===== config.mk =====
export PLATFORM = sky130hd
export DESIGN_NAME = mips_pc_sequencer_flat
export DESIGN_NICKNAME = d
export VERILOG_FILES = /design/src/rtl/mips_pc_sequencer_pkg.sv /design/src/rtl/mips_pc_sequencer_if.sv /design/src/rtl/mips_pc_target.sv /design/src/rtl/mips_pc_sequencer.sv /design/src/flat_wrapper.sv
export SDC_FILE = /design/constraint.sdc
export NUM_CORES = 1
export LEC_CHECK = 0
export BUFFER_PORTS_ARGS = -buffer_cell sky130_fd_sc_hd__buf_2
export CORE_MARGIN = 3
export CORE_UTILIZATION = 54
export CTS_BUF_LIST = sky130_fd_sc_hd__clkbuf_8
export DETAILED_ROUTE_END_ITERATION = 12
export PLACE_DENSITY = 0.82
export REMOVE_ABC_BUFFERS = 1
export SKIP_CTS_REPAIR_TIMING = 1
export SLEW_MARGIN = 0
export SYNTH_ARGS = -nofsm -noshare
export SYNTH_HDL_FRONTEND = slang
export SYNTH_SLANG_ARGS = --single-unit

===== constraint.sdc =====
create_clock -name clock -period 3 [get_ports clock]
set_clock_uncertainty 0.05 [all_clocks]
set_input_delay 0.15 -clock clock [delete_from_list [all_inputs] [get_ports clock]]
set_output_delay 0.15 -clock clock [all_outputs]
set_load 0.02 [all_outputs]

===== src/rtl/mips_pc_sequencer_pkg.sv =====
// Shared types for the PC sequencer: PC action encoding, FSM states and target helpers.
`default_nettype none

package mips_pc_sequencer_pkg;

  localparam logic [31:0] DEFAULT_RESET_PC = 32'h0000_0000;

  typedef enum logic [1:0] {
    ACT_NONE   = 2'd0,
    ACT_INC    = 2'd1,
    ACT_JUMP   = 2'd2,
    ACT_BRANCH = 2'd3
  } pc_action_e;

  typedef enum logic [1:0] {
    ST_BOOT  = 2'd0,
    ST_FETCH = 2'd1,
    ST_HELD  = 2'd2
  } seq_state_e;

  function automatic logic [31:0] branch_target(input logic [31:0] pc, input logic [15:0] imm);
    return pc + 32'd4 + {{14{imm[15]}}, imm, 2'b00};
  endfunction

  // Jump keeps the 256 MB region of the delay-slot PC, not of the jump itself.
  function automatic logic [31:0] jump_target(input logic [31:0] pc, input logic [25:0] jidx);
    logic [31:0] pc_plus4;
    pc_plus4 = pc + 32'd4;
    return {pc_plus4[31:28], jidx, 2'b00};
  endfunction

endpackage

`default_nettype wire


===== src/rtl/mips_pc_sequencer_if.sv =====
// EX-resolved PC action, instruction-memory handshake and IF/ID delivery bundle.
`default_nettype none

interface mips_pc_sequencer_if;
  import mips_pc_sequencer_pkg::*;

  pc_action_e  action;
  logic [31:0] ex_pc;
  logic [15:0] ex_imm;
  logic [25:0] ex_jtarget;
  logic        stall;
  logic        imem_req;
  logic [31:0] imem_addr;
  logic        imem_ready;
  logic [31:0] imem_data;
  logic        fetch_valid;
  logic [31:0] fetch_word;
  logic [31:0] fetch_pc;
  logic        flush;

  modport master (
    input  action, ex_pc, ex_imm, ex_jtarget, stall, imem_ready, imem_data,
    output imem_req, imem_addr, fetch_valid, fetch_word, fetch_pc, flush
  );

  modport slave (
    output action, ex_pc, ex_imm, ex_jtarget, stall, imem_ready, imem_data,
    input  imem_req, imem_addr, fetch_valid, fetch_word, fetch_pc, flush
  );

endinterface

`default_nettype wire


===== src/rtl/mips_pc_target.sv =====
// Combinational next-PC selection: sequential, branch or jump target plus redirect flag.
`default_nettype none

module mips_pc_target
  import mips_pc_sequencer_pkg::*;
(
  input  pc_action_e  action,
  input  logic [31:0] pc,
  input  logic [31:0] ex_pc,
  input  logic [15:0] ex_imm,
  input  logic [25:0] ex_jtarget,
  output logic        redirect,
  output logic [31:0] target,
  output logic [31:0] seq_pc
);

  assign seq_pc = pc + 32'd4;

  always_comb begin
    redirect = 1'b0;
    target   = seq_pc;
    case (action)
      ACT_JUMP: begin
        redirect = 1'b1;
        target   = jump_target(ex_pc, ex_jtarget);
      end
      ACT_BRANCH: begin
        redirect = 1'b1;
        target   = branch_target(ex_pc, ex_imm);
      end
      default: begin
        redirect = 1'b0;
        target   = seq_pc;
      end
    endcase
  end

endmodule

`default_nettype wire


===== src/rtl/mips_pc_sequencer.sv =====
// Architectural PC owner: issues fetch requests, applies EX redirects with a flush pulse,
// and delivers fetched words to IF/ID through a one-entry stall buffer.
`default_nettype none

module mips_pc_sequencer
  import mips_pc_sequencer_pkg::*;
#(
  parameter logic [31:0] RESET_PC = DEFAULT_RESET_PC
) (
  input  logic                 clock,
  input  logic                 reset_n,
  mips_pc_sequencer_if.master  bus
);

  seq_state_e  state;
  logic [31:0] pc;
  logic        req;
  logic        valid;
  logic [31:0] word;
  logic [31:0] word_pc;
  logic        flush;

  logic        redirect;
  logic [31:0] target;
  logic [31:0] seq_pc;

  mips_pc_target u_target (
    .action     (bus.action),
    .pc         (pc),
    .ex_pc      (bus.ex_pc),
    .ex_imm     (bus.ex_imm),
    .ex_jtarget (bus.ex_jtarget),
    .redirect   (redirect),
    .target     (target),
    .seq_pc     (seq_pc)
  );

  assign bus.imem_req    = req;
  assign bus.imem_addr   = pc;
  assign bus.fetch_valid = valid;
  assign bus.fetch_word  = word;
  assign bus.fetch_pc    = word_pc;
  assign bus.flush       = flush;

  // The output registers double as the one-entry stall buffer.
  always_ff @(posedge clock or negedge reset_n) begin
    if (!reset_n) begin
      state   <= ST_BOOT;
      pc      <= RESET_PC;
      req     <= 1'b0;
      valid   <= 1'b0;
      word    <= 32'd0;
      word_pc <= 32'd0;
      flush   <= 1'b0;
    end else begin
      flush <= 1'b0;
      case (state)
        ST_BOOT: begin
          state <= ST_FETCH;
          req   <= 1'b1;
        end
        ST_FETCH: begin
          if (redirect) begin
            pc    <= target;
            flush <= 1'b1;
            valid <= 1'b0;
          end else if (bus.imem_ready) begin
            word    <= bus.imem_data;
            word_pc <= pc;
            valid   <= 1'b1;
            pc      <= seq_pc;
            if (bus.stall) begin
              state <= ST_HELD;
              req   <= 1'b0;
            end
          end else if (!bus.stall) begin
            valid <= 1'b0;
          end
        end
        ST_HELD: begin
          if (redirect) begin
            pc    <= target;
            flush <= 1'b1;
            valid <= 1'b0;
            state <= ST_FETCH;
            req   <= 1'b1;
          end else if (!bus.stall) begin
            valid <= 1'b0;
            state <= ST_FETCH;
            req   <= 1'b1;
          end
        end
        default: begin
          state <= ST_BOOT;
          req   <= 1'b0;
        end
      endcase
    end
  end

endmodule

`default_nettype wire


===== src/flat_wrapper.sv =====
// flat-port wrapper written by rule: the top's interface ports become plain ports
module mips_pc_sequencer_flat import mips_pc_sequencer_pkg::*;
#(
  parameter logic [31:0] RESET_PC = DEFAULT_RESET_PC
)
  (clock, reset_n, bus_action, bus_ex_pc, bus_ex_imm, bus_ex_jtarget, bus_stall, bus_imem_ready, bus_imem_data, bus_imem_req, bus_imem_addr, bus_fetch_valid, bus_fetch_word, bus_fetch_pc, bus_flush);
  mips_pc_sequencer_if bus_i ();
  input  logic clock;
  input  logic reset_n;
  input wire logic [$bits(bus_i.action)-1:0] bus_action;
  input wire logic [$bits(bus_i.ex_pc)-1:0] bus_ex_pc;
  input wire logic [$bits(bus_i.ex_imm)-1:0] bus_ex_imm;
  input wire logic [$bits(bus_i.ex_jtarget)-1:0] bus_ex_jtarget;
  input wire logic [$bits(bus_i.stall)-1:0] bus_stall;
  input wire logic [$bits(bus_i.imem_ready)-1:0] bus_imem_ready;
  input wire logic [$bits(bus_i.imem_data)-1:0] bus_imem_data;
  output wire logic [$bits(bus_i.imem_req)-1:0] bus_imem_req;
  output wire logic [$bits(bus_i.imem_addr)-1:0] bus_imem_addr;
  output wire logic [$bits(bus_i.fetch_valid)-1:0] bus_fetch_valid;
  output wire logic [$bits(bus_i.fetch_word)-1:0] bus_fetch_word;
  output wire logic [$bits(bus_i.fetch_pc)-1:0] bus_fetch_pc;
  output wire logic [$bits(bus_i.flush)-1:0] bus_flush;
  assign bus_i.action = bus_action;
  assign bus_i.ex_pc = bus_ex_pc;
  assign bus_i.ex_imm = bus_ex_imm;
  assign bus_i.ex_jtarget = bus_ex_jtarget;
  assign bus_i.stall = bus_stall;
  assign bus_i.imem_ready = bus_imem_ready;
  assign bus_i.imem_data = bus_imem_data;
  assign bus_imem_req = bus_i.imem_req;
  assign bus_imem_addr = bus_i.imem_addr;
  assign bus_fetch_valid = bus_i.fetch_valid;
  assign bus_fetch_word = bus_i.fetch_word;
  assign bus_fetch_pc = bus_i.fetch_pc;
  assign bus_flush = bus_i.flush;
  mips_pc_sequencer #(.RESET_PC(RESET_PC)) u_core (.clock(clock), .reset_n(reset_n), .bus(bus_i));
endmodule

==> results.sh <==
export IMPL_outcome="finished, final reports clean"
export IMPL_slowest_delay_ns=0.43
export IMPL_async_flop_share_pct=100
export IMPL_worstMarginPinSlew_ns=0.701
export IMPL_ir_drop_mv=0.400
export IMPL_clkSinkCount=100
export IMPL_portBuffers=210
export IMPL_met2_usage_pct=44.8
export IMPL_die_area_um2=14200
export IMPL_fmax_mhz=338
export IMPL_avgSynthCellArea_um2=9.11
export IMPL_seq_power_share_pct=35.3
export IMPL_rsz0062_at_grt="true"
export IMPL_crit_type="input port to flop"
export IMPL_numCtsBuffers=9
export IMPL_grt_max_degree=57
export IMPL_clk_pin_slew_worst_paths_ns=0.10
export IMPL_nets=1254
export IMPL_yosysTopAreaCellShare_pct=36.2
export IMPL_slowest_stage="or4_4"
export IMPL_synth_edf_count=0
export IMPL_pwr_share_clk_pct=12.1
export IMPL_p_leak_uw=0.00466
export IMPL_final_antenna_net_count=0
export IMPL_grt_pass1_vias=6678
export IMPL_hpwl_um=15600
export IMPL_synthCells=760
export IMPL_cpMostUsedCell="nor3_2"
export IMPL_clock_tree_buffer_depth=2
export IMPL_dieWidth_um=119
export IMPL_post_route_period_util_pct=98.6
export IMPL_insertion_delay_ns=0.36
export IMPL_drt_iter0_markers=678
export IMPL_slew_headroom_pct=53.1
export IMPL_startpoint_type="input port"
export IMPL_dr_pass1_iters=5
export IMPL_crit_fanout=2
export IMPL_min_period_ns=2.96
export IMPL_hold_slack_ns=0.00645
export IMPL_clockRootBuffer="clkbuf_8"
export IMPL_drt_wirelength_per_cell_um=17.0
export IMPL_track_usage_pct=27.1
export IMPL_synth_warnings=0
export IMPL_p_sw_uw=3380
export IMPL_multi_input_area_um2=4490
export IMPL_yosysUniqueCellTypes=65
export IMPL_antenna_found_initial=1
export IMPL_synth_seq_cells=100
export IMPL_finalMaxSlewViolations=0
export IMPL_switching_share_pct=45.5
export IMPL_viasPerCell=5.65
export IMPL_io_pin_count=211
export IMPL_grt_busiest_layer="met2"
export IMPL_hp_class="input port to flop"
export IMPL_drc=0
export IMPL_synth_most_common_cell="dfrtp_1"
export IMPL_place_congestion=0.921
export IMPL_cp_arrival_ns=3.15
export IMPL_cts_tree="built"
export IMPL_required_ns=3.19
export IMPL_pwr_share_comb_pct=52.6
export IMPL_ys_flop_type="dfrtp_1"
export IMPL_drive_above_1_share_pct=42.3
export IMPL_worst_setup_path_end_kind="flop"
export IMPL_wl_um=21700
export IMPL_routed_via_count=7211
export IMPL_fin_util_pct=80.7
export IMPL_area_delta_synth_final_pct=43.0
export IMPL_initial_core_util_pct=56.4
export IMPL_gr_total_overflow=0
export IMPL_p_int_uw=4040
export IMPL_hold_violations=0
export IMPL_grt_pass1_wl_um=31700
export IMPL_regArea_um2=2500
export IMPL_cellPowerDensity_nw_per_um2=750
export IMPL_design_core_area_um2=12300
export IMPL_syn_area_um2=6920
export IMPL_use_met1_pct=36.4
export IMPL_grt_use_met3_pct=3.42
export IMPL_die_y_um=119
export IMPL_synthTopCellsByCount="dfrtp_1, nand2_1, mux2_2, a21oi_1, nor2_1"
export IMPL_seq_area_frac_synth_pct=36.2
export IMPL_cp_cell_sequence="buf_8, nand3_4, nor2_4, nand2_2, or4_4, xnor2_2, ha_1, a221o_1, a31oi_2, o211ai_1, nor3_2, buf_4, nor3_2, a31oi_1, xnor2_1, a221oi_2, o21ai_1"
export IMPL_num_rows=40
export IMPL_htreeDepth=3
export IMPL_synth_largest_area_cell="dfrtp_1"
export IMPL_yosys_top_cells_area="dfrtp_1, mux2_2, ha_1"
export IMPL_drv_cap=0
export IMPL_setup_viol=0
export IMPL_fill_cells=794
==> cell type report <==
class	instances	share of cell area, %
multi-input combinational	600	45.4
sequential	100	25.3
timing repair buffer	366	24.1
tap	168	2.12
clock buffer	11	1.53
inverter	25	0.948
clock inverter	5	0.582
antenna	1	0.0253
==> worst max-delay path: cells and delay by family <==
family / cells / cell delay (ns)
compound gates: 6 / 1.13
simple gates: 6 / 1.07
fa+ha+maj: 1 / 0.29
buf+inv: 2 / 0.25
xor+xnor: 2 / 0.26
==> power by group through the flow <==
stage	clock network (µW)	registers [µW]	logic, µW
floorplan	0	3310	1550
global placement	0	2550	3670
detailed placement	0	2600	3750
CTS	909	2570	3760
global route	959	2690	4210
finish	902	2620	3900
==> state kept, by name (all words and copies together), names as in the netlist <==
name	flops
u_core.bus.fetch_pc	32
u_core.bus.fetch_word	32
u_core.bus.imem_addr	32
u_core.state	2
u_core.bus.flush	1
u_core.bus.fetch_valid	1
==> through the flow <==
step	std cells	instance area (µm²)	total power (µW)	setup TNS, ns	worst slack (ns)
2_1_floorplan	725	6790	4860	-18.35	-0.472
3_3_place_gp	1220	8950	6220	-3.11	-0.419
3_5_place_dp	1220	8950	6340	-3.93	-0.517
4_1_cts	1236	9160	7240	-0.379	-0.143
5_1_grt	1276	9890	7860	-0.589	-0.198
6_report	1276	9890	7420	0	0.0433
==> placed cells by master (no fill, tap or decap), types with 10 or more instances in the layout <==
cell type and instances:
buf_2 202, buf_4 118, dfrtp_1 100, nand2_1 66
mux2_2 66, nor2_1 62, a21oi_1 60, o21ai_0 36
ha_1 36, dlygate4sd3_1 34, xnor2_1 29, inv_1 25
nand4_1 22, xor2_1 21, nand3_1 16, a21o_1 13
o21ai_1 13, and3_1 12, clkbuf_8 11, nor3_1 10
==> cells by family after synthesis <==
family,synth area share (%)
AND/OR/NAND/NOR,16.8
buffers and inverters,3.27
adder cells (fa/ha/maj),7.34
AO/OA/AOI/OAI,17.7
flip-flops,36.2
XOR/XNOR,6.83
multiplexers,11.9
==> final timing paths <==
path                                                     start  cells after the start                                   end  slack (ns)
min reg2reg                 u_core.bus.fetch_pc[5]$_DFFE_PN0P_                      2    u_core.bus.fetch_pc[5]$_DFFE_PN0P_        0.45
min in group asynchronous                              reset_n                      2    u_core.bus.fetch_pc[5]$_DFFE_PN0P_        0.31
max                                               bus_ex_pc[4]                     17  u_core.bus.imem_addr[25]$_DFFE_PN0P_        0.04
max reg2reg                u_core.bus.imem_addr[7]$_DFFE_PN0P_                      9  u_core.bus.imem_addr[31]$_DFFE_PN0P_        0.44
max in group asynchronous                              reset_n                      3  u_core.bus.imem_addr[21]$_DFFE_PN0P_        1.77
min                                               bus_ex_pc[0]                      3   u_core.bus.imem_addr[0]$_DFFE_PN0P_       0.006
==> per-layer routing <==
layer  vias up  wire, µm  share of wire, %
li1       3471         -                 -
met1      3375      9140                42
met2       319     10600                49
met3        46      1410               6.5
met4         0       552               2.5
met5         -         0                 0
Note: power is estimated with default switching activity, not from simulation.
